File: config.mk
export PLATFORM = sky130hd
export DESIGN_NAME = wb_daq_slave_regfile
export DESIGN_NICKNAME = d
export VERILOG_FILES = /design/src/rtl/wb_daq_pkg.sv /design/src/rtl/wb_daq_irq_ctrl.sv /design/src/rtl/wb_daq_slave_regfile.sv
export SDC_FILE = /design/constraint.sdc
export NUM_CORES = 1
export LEC_CHECK = 0
export CORE_MARGIN = 3
export CORE_UTILIZATION = 36
export DETAILED_ROUTE_END_ITERATION = 16
export PLACE_DENSITY = 0.6
export SYNTH_ARGS = -nofsm -noshare
export SYNTH_HDL_FRONTEND = slang
export SYNTH_SLANG_ARGS = --single-unit
File: constraint.sdc
create_clock -name wb_clk -period 5.52 [get_ports wb_clk]
set_input_delay 1.104 -clock wb_clk [delete_from_list [all_inputs] [get_ports wb_clk]]
set_output_delay 1.104 -clock wb_clk [all_outputs]
set_load 0.05 [all_outputs]
File: src/rtl/wb_daq_pkg.sv
// rtl/wb_daq_pkg.sv - word map offsets and defaults for the DAQ Wishbone register bank
package wb_daq_pkg;

  localparam logic [31:0] VERSION_DEFAULT = 32'h0002_0000;

  // Control words sit directly above the general register block
  function automatic int IRQ_STATUS_OFS(input int num_regs);
    return num_regs;
  endfunction

  function automatic int IRQ_ENABLE_OFS(input int num_regs);
    return num_regs + 1;
  endfunction

  function automatic int VERSION_OFS(input int num_regs);
    return num_regs + 2;
  endfunction

endpackage

File: src/rtl/wb_daq_irq_ctrl.sv
// rtl/wb_daq_irq_ctrl.sv - edge-triggered interrupt status/enable with write-1-to-clear
module wb_daq_irq_ctrl #(
  parameter int NUM_IRQ = 8
) (
  input  logic               wb_clk,
  input  logic               wb_rst,
  input  logic [NUM_IRQ-1:0] irq_src_i,
  input  logic               status_w1c,
  input  logic               enable_we,
  input  logic [NUM_IRQ-1:0] wr_data,
  input  logic [NUM_IRQ-1:0] wr_mask,
  output logic [NUM_IRQ-1:0] irq_status,
  output logic [NUM_IRQ-1:0] irq_enable,
  output logic               interrupt
);

  logic [NUM_IRQ-1:0] irq_src_d;
  logic [NUM_IRQ-1:0] rise;
  logic [NUM_IRQ-1:0] clr;

  assign rise = irq_src_i & ~irq_src_d;
  assign clr  = status_w1c ? (wr_data & wr_mask) : '0;

  // Edge capture, W1C status (a same-cycle set wins), enable write and level output
  always_ff @(posedge wb_clk) begin
    if (wb_rst) begin
      irq_src_d  <= '0;
      irq_status <= '0;
      irq_enable <= '0;
      interrupt  <= 1'b0;
    end else begin
      irq_src_d  <= irq_src_i;
      irq_status <= (irq_status & ~clr) | rise;
      if (enable_we)
        irq_enable <= (irq_enable & ~wr_mask) | (wr_data & wr_mask);
      interrupt  <= |(irq_status & irq_enable);
    end
  end

endmodule

File: src/rtl/wb_daq_slave_regfile.sv
// rtl/wb_daq_slave_regfile.sv - Wishbone classic slave register bank with interrupt controller
module wb_daq_slave_regfile
  import wb_daq_pkg::*;
#(
  parameter int          dw       = 32,
  parameter int          aw       = 8,
  parameter int          NUM_REGS = 8,
  parameter int          NUM_IRQ  = 8,
  parameter logic [31:0] VERSION  = VERSION_DEFAULT
) (
  input  logic                   wb_clk,
  input  logic                   wb_rst,
  input  logic [aw-1:0]          wb_adr_i,
  input  logic [dw-1:0]          wb_dat_i,
  input  logic [dw/8-1:0]        wb_sel_i,
  input  logic                   wb_we_i,
  input  logic                   wb_cyc_i,
  input  logic                   wb_stb_i,
  input  logic [2:0]             wb_cti_i,
  input  logic [1:0]             wb_bte_i,
  output logic [dw-1:0]          wb_dat_o,
  output logic                   wb_ack_o,
  output logic                   wb_err_o,
  output logic                   wb_rty_o,
  output logic [NUM_REGS*dw-1:0] slave_reg,
  input  logic [NUM_IRQ-1:0]     irq_src_i,
  output logic                   interrupt
);

  localparam logic [31:0] NREG_W = NUM_REGS;
  localparam logic [31:0] STAT_W = IRQ_STATUS_OFS(NUM_REGS);
  localparam logic [31:0] ENAB_W = IRQ_ENABLE_OFS(NUM_REGS);
  localparam logic [31:0] VERS_W = VERSION_OFS(NUM_REGS);

  logic [dw-1:0]      regs [NUM_REGS];
  logic [31:0]        idx;
  logic               req, wr, mapped, hit_stat, hit_enab;
  logic [dw-1:0]      byte_mask;
  logic [dw-1:0]      rd_data;
  logic [NUM_IRQ-1:0] irq_status, irq_enable;
  logic               unused_bus_bits;

  // Burst hints and byte offset are irrelevant: every access is a classic word access
  assign unused_bus_bits = ^{wb_cti_i, wb_bte_i, wb_adr_i[1:0]};

  assign idx      = 32'(wb_adr_i[aw-1:2]);
  assign req      = wb_cyc_i & wb_stb_i & ~wb_ack_o & ~wb_err_o;
  assign wr       = req & wb_we_i;
  assign mapped   = (idx <= VERS_W);
  assign hit_stat = (idx == STAT_W);
  assign hit_enab = (idx == ENAB_W);
  assign wb_rty_o = 1'b0;

  // Expand byte enables into a bit mask shared by all writable words
  always_comb begin
    byte_mask = '0;
    for (int b = 0; b < dw / 8; b++)
      byte_mask[b*8 +: 8] = {8{wb_sel_i[b]}};
  end

  // Read mux over the word map; unmapped indices never reach wb_dat_o
  always_comb begin
    rd_data = '0;
    for (int k = 0; k < NUM_REGS; k++)
      if (idx == k) rd_data = regs[k];
    if (hit_stat)      rd_data = dw'(irq_status);
    if (hit_enab)      rd_data = dw'(irq_enable);
    if (idx == VERS_W) rd_data = dw'(VERSION);
  end

  // Bus handshake, registered read data and byte-lane writes to the general registers
  always_ff @(posedge wb_clk) begin
    if (wb_rst) begin
      wb_ack_o <= 1'b0;
      wb_err_o <= 1'b0;
      wb_dat_o <= '0;
      for (int k = 0; k < NUM_REGS; k++) regs[k] <= '0;
    end else begin
      wb_ack_o <= req & mapped;
      wb_err_o <= req & ~mapped;
      if (req && mapped && !wb_we_i) wb_dat_o <= rd_data;
      for (int k = 0; k < NUM_REGS; k++)
        if (wr && idx < NREG_W && idx == k)
          regs[k] <= (regs[k] & ~byte_mask) | (wb_dat_i & byte_mask);
    end
  end

  for (genvar g = 0; g < NUM_REGS; g++) begin : g_export
    assign slave_reg[g*dw +: dw] = regs[g];
  end

  wb_daq_irq_ctrl #(
    .NUM_IRQ (NUM_IRQ)
  ) u_irq (
    .wb_clk     (wb_clk),
    .wb_rst     (wb_rst),
    .irq_src_i  (irq_src_i),
    .status_w1c (wr & hit_stat),
    .enable_we  (wr & hit_enab),
    .wr_data    (wb_dat_i[NUM_IRQ-1:0]),
    .wr_mask    (byte_mask[NUM_IRQ-1:0]),
    .irq_status (irq_status),
    .irq_enable (irq_enable),
    .interrupt  (interrupt)
  );

endmodule

* Yosys cells after proc, flatten, opt, wreduce, memory -nomap -nowiden
Memories as Yosys holds them, arrays and structs flattened.
Index checks and enable logic that the tools add are counted.
** Word-level totals
- Bits in registers :: 59
- Bits in writable memories :: 256
- Input bits :: 62
- Word-level logic and storage cells :: 127
- Memories kept :: 1
** Memory list
- regs :: depth 8, width 32, rd ports 8, clocked after Yosys merged registers in 0, wr ports 8, RTL line wb_daq_slave_regfile.sv:35 : logic [dw-1:0] regs [NUM_REGS];
** Operators by class
- $lt $le $gt $ge :: 2
- Equal/unequal tests :: 10
- Multiplexer cells :: 46
- Bitwise logic cells :: 47
- Reduce and logical (&&, ||, !) cells :: 14
** Operators with widths (number)
- 32-bit two-way mux :: 19
- 32-bit bitwise AND :: 9
- 32-bit bitwise OR :: 8
- 8-bit bitwise AND :: 5
- 32-bit zero test :: 1
- 32-bit NOT :: 1
- 1-bit two-way mux :: 26
- 6-bit by 3-bit == test with 1-bit output (second input constant) :: 4
- 8-bit NOT :: 3
- 6-bit by 4-bit == test with 1-bit output (second input constant) :: 3
- 8-bit bitwise OR :: 2
- 6-bit by 2-bit == test with 1-bit output (second input constant) :: 2
- 1-bit logical AND :: 11
- 1-bit bitwise AND :: 8
- 8-bit two-way mux :: 1
- 1-bit bitwise OR :: 8
- 8-bit OR reduction :: 1
- 6-bit by 1-bit == test with 1-bit output (second input constant) :: 1
- 6-bit by 4-bit less-or-equal comparator with 1-bit output (second input constant) :: 1
- 6-bit by 4-bit < comparator with 1-bit output (second input constant) :: 1
- 1-bit NOT :: 3
- 1-bit zero test :: 1

* Depth between registers and ports, before layout
- Depth after elaboration :: 12
- Depth in mapped cells :: 8

* By module
Synthesis repeated with hierarchy kept, for this count alone.
** Unflattened totals
- Cell total of the unflattened synthesis :: 1374
- Area total of the unflattened synthesis :: 15449.8 um^2
** Modules (own cells, without submodules)
- wb_daq_slave_regfile :: times used 1, cells each 1267, area each 14501.4 um^2
- wb_daq_irq_ctrl :: times used 1, cells each 107, area each 948.4 um^2

* Worst setup path before layout
OpenSTA, ideal clock, no wires.
- Kind :: input to register
- From :: input port wb_adr_i[6]
- To :: memory regs[1][0] (netlist: regs[0][32]) (enable)
- Setup time :: 428 ps
- Data arrival time :: 3723 ps
- Data required time :: 5092 ps
- Setup slack :: 1369 ps
- Stages :: 5
- Path through :: buf_2 -> nor4_1 -> clkbuf_1 -> nand2_1 -> o21bai_1
** RTL lines
- start: declaration :: RTL line wb_daq_slave_regfile.sv:13 : input logic [aw-1:0] wb_adr_i,
- end: declaration :: RTL line wb_daq_slave_regfile.sv:35

==> results.cfg <==
[sta]
fin_skew_ns = 0.0205
tns_ns = 0
maxSlewViolCount = 0
hold_viol_final = 0
worst_slack_ns = 1.68
rsz0062_at_grt = false
final.period_utilization_pct = 69.6
worstMarginPinSlew_ns = 1.17
clock.fmax_ghz = 0.260
setup_viol = 0
relSlewSlack_pct = 22.0
fin_crit_ns = 3.84
whs_ns = 0.450

[yosys]
yosysSeqAreaShare_pct = 57.8
async_flop_share_pct = 0
ys_types = 54
synth.area.top_cells = edfxtp_1 (50%), nand2b_1 (11%), a21oi_1 (9.3%), dfxtp_1 (7.7%), mux4_2 (4.6%)
yosysWarnings = 0
synth_top_area_cell = edfxtp_1
synth_cells = 1377
syn_area_mm2 = 0.0153
avgSynthCellArea_um2 = 11.1
synth.top_cell.area_share_pct = 50.1
synth_commonest_cells = a21oi_1 (285), nand2b_1 (268), edfxtp_1 (256)
syn_nets = 1439
synth.most_common_cell = a21oi_1
dominantRegCellSynth = edfxtp_1
ys_ff_latch = 315
synth_edf_count = 256

[critical_path]
critPathSlowestCell = nor3_1
cp_data_arrival_time_ns = 4.01
crit_fanout = 22
required_ns = 5.69
critPathCaptureType = register
crit_chain = clkdlybuf4s50_1, or3_4, nor3_1, a21o_2, buf_4
reg2reg_from = wb_ack_o
cp-start-kind = input port
regToRegSetupSlack_ns = 2.65
reg2reg_to = regs[0][91]
criticalPathCategory = input port to register
reg2reg_depth = 5
slowest_delay_ns = 0.72

[finish]
layout-drive-gt1-share_pct = 7.94
finalNetCount = 1736
diodes = 0
area_delta_synth_final_pct = 33.0

[clocking]
cts_tree = done
post_cts_buffers = 0
insertion_delay_ns = 0.54
path_clk_slew_ns = 0.06
cts_made_buffers = 37
cts_sinks = 315
clk_root_buffer_cell = clkbuf_16
htreeDepth = 2
ctsResizeCount = 0
clock_path_buffers = 3
cts_hold_buf = 0

[floorplan]
dieHeight_um = 212
initial_core_util_pct = 37.0
die-area_mm2 = 0.0451
floorplan.rows = 74
pin_count = 354
fp.coreArea_mm2 = 0.0415
die_x_um = 212

[power_and_ir_drop]
power_density_mw_per_mm2 = 293
p_leak_nw = 6.78
ir_worst_vdd_mv = 0.187

[global_route]
grt_pass1_wl_um = 84000
grt_pass1_vias = 12600
grt_max_degree = 84
antenna_found_initial = 1
grt_usage_pct = 25.0
grt-ovfl-total = 0

[route]
drc = 0
routed_via_density = 5.71
dr.first_iter.drc_count = 1236
detail-route-antenna-nets = 0
routedWlPerCell_um = 26.1
wl_um = 58200
drt_pass1_iterations = 5
vias = 12700

[min_path]
worstHoldStart = wb_dat_o[31]
worst_hold_path_type = register to register
holdPathStages = 2
holdPathEnd = wb_dat_o[31]

[placement]
post-place-ws_ns = 1.18
routabilityCongestion = 0.859
dp_hpwl_um = 36900
portBuffers = 345

[job]
maxCapViolations = 0

[status]
outcome = finished, final reports clean
[final cells by class]
cell class,instances,area [µm²]
Sequential cell,315,8870
Clock inverter,10,105
Multi-Input combinational cell,954,6130
Tap cell,532,666
Fill cell,3779,21100
Clock buffer,55,1020
Timing Repair Buffer,366,3600
[cell families (layout without fill, tap and decap cells)]
group           count (synthesis)  after routing  share of synthesized area, %
flops                         315            315                          57.8
mux                            40             40                          5.16
buf+inv                       108            431                          2.90
other cells                     1              1                        0.0245
compound gates                441            441                          17.2
simple gates                  472            472                          16.9
[metal layers]
metal | vias to the layer above | track usage, % | wire [µm]
li1 | 5686 | - | -
met1 | 6360 | 33.0 | 23700
met2 | 612 | 40.9 | 27600
met3 | 86 | 6.45 | 5550
met4 | 2 | 7.13 | 1320
met5 | - | 0 | 9
[cells in the final DEF (no fill, tap or decap), types with 3 or more instances in the layout]
| cell | count |
|---|---|
| clkbuf_8 | 3 |
| buf_2 | 3 |
| nand2b_1 | 268 |
| o21ai_1 | 21 |
| clkdlybuf4s50_1 | 340 |
| buf_4 | 22 |
| nor3_1 | 5 |
| nand2_1 | 99 |
| mux2i_1 | 7 |
| o21bai_4 | 3 |
| nor2b_1 | 10 |
| nor2_1 | 51 |
| a22o_1 | 8 |
| mux4_2 | 31 |
| a41o_1 | 6 |
| a211oi_1 | 9 |
| and3_1 | 3 |
| nor2_4 | 5 |
| o221ai_1 | 4 |
| nand3_1 | 3 |
| clkbuf_1 | 15 |
| a22oi_1 | 30 |
| and2_1 | 4 |
| edfxtp_1 | 256 |
| dfxtp_1 | 59 |
| a21oi_1 | 285 |
| a21o_2 | 5 |
| a221oi_1 | 23 |
| a21o_1 | 3 |
| o21ai_0 | 13 |
| clkinv_1 | 4 |
| nand2_2 | 6 |
| o32a_1 | 20 |
| clkbuf_16 | 37 |
[how the worst max path moves through the flow]
stage          depth (start not counted)   startpoint  slack [ns]      endpoint
2_1_floorplan                          5  wb_adr_i[6]        1.37   regs[0][32]
5_1_grt                                5  wb_adr_i[5]        1.60   regs[0][12]
6_report                               5  wb_adr_i[5]        1.68  regs[0][107]
3_3_place_gp                           5  wb_adr_i[5]        1.22  regs[0][107]
3_5_place_dp                           5  wb_adr_i[5]        1.18  regs[0][107]
4_1_cts                                5  wb_adr_i[5]        1.76  regs[0][107]
[through the flow]
stage	area, µm²	total power [mW]	instances	utilization [%]
3_5_place_dp	19300	3.66	2167	46.4
5_1_grt	20400	6.15	2232	49.2
4_1_cts	20400	6.01	2232	49.2
3_3_place_gp	19300	3.66	2167	46.4
6_report	20400	5.97	2232	49.2
2_1_floorplan	15300	3.31	1377	-
[power by group]
part	total, mW	switching, mW	internal [mW]
Sequential	2.75	0.0877	2.66
Clock	2.35	0.977	1.38
Combinational	0.863	0.581	0.282
Total	5.97	1.65	4.32
[flip-flops by register name, summed over array words and instances, names as in the netlist, named ones only]
register          flops
regs                256
wb_dat_o             32
u_irq.irq_src_d       8
u_irq.irq_status      8
u_irq.interrupt       1
wb_ack_o              1
wb_err_o              1
[critical path: cells and delay by family]
kind,cells,cell delay [ns]
compound gates,1,0.52
buf+inv,2,1.12
simple gates,2,1.24
Power figures use the tool's default switching activity.
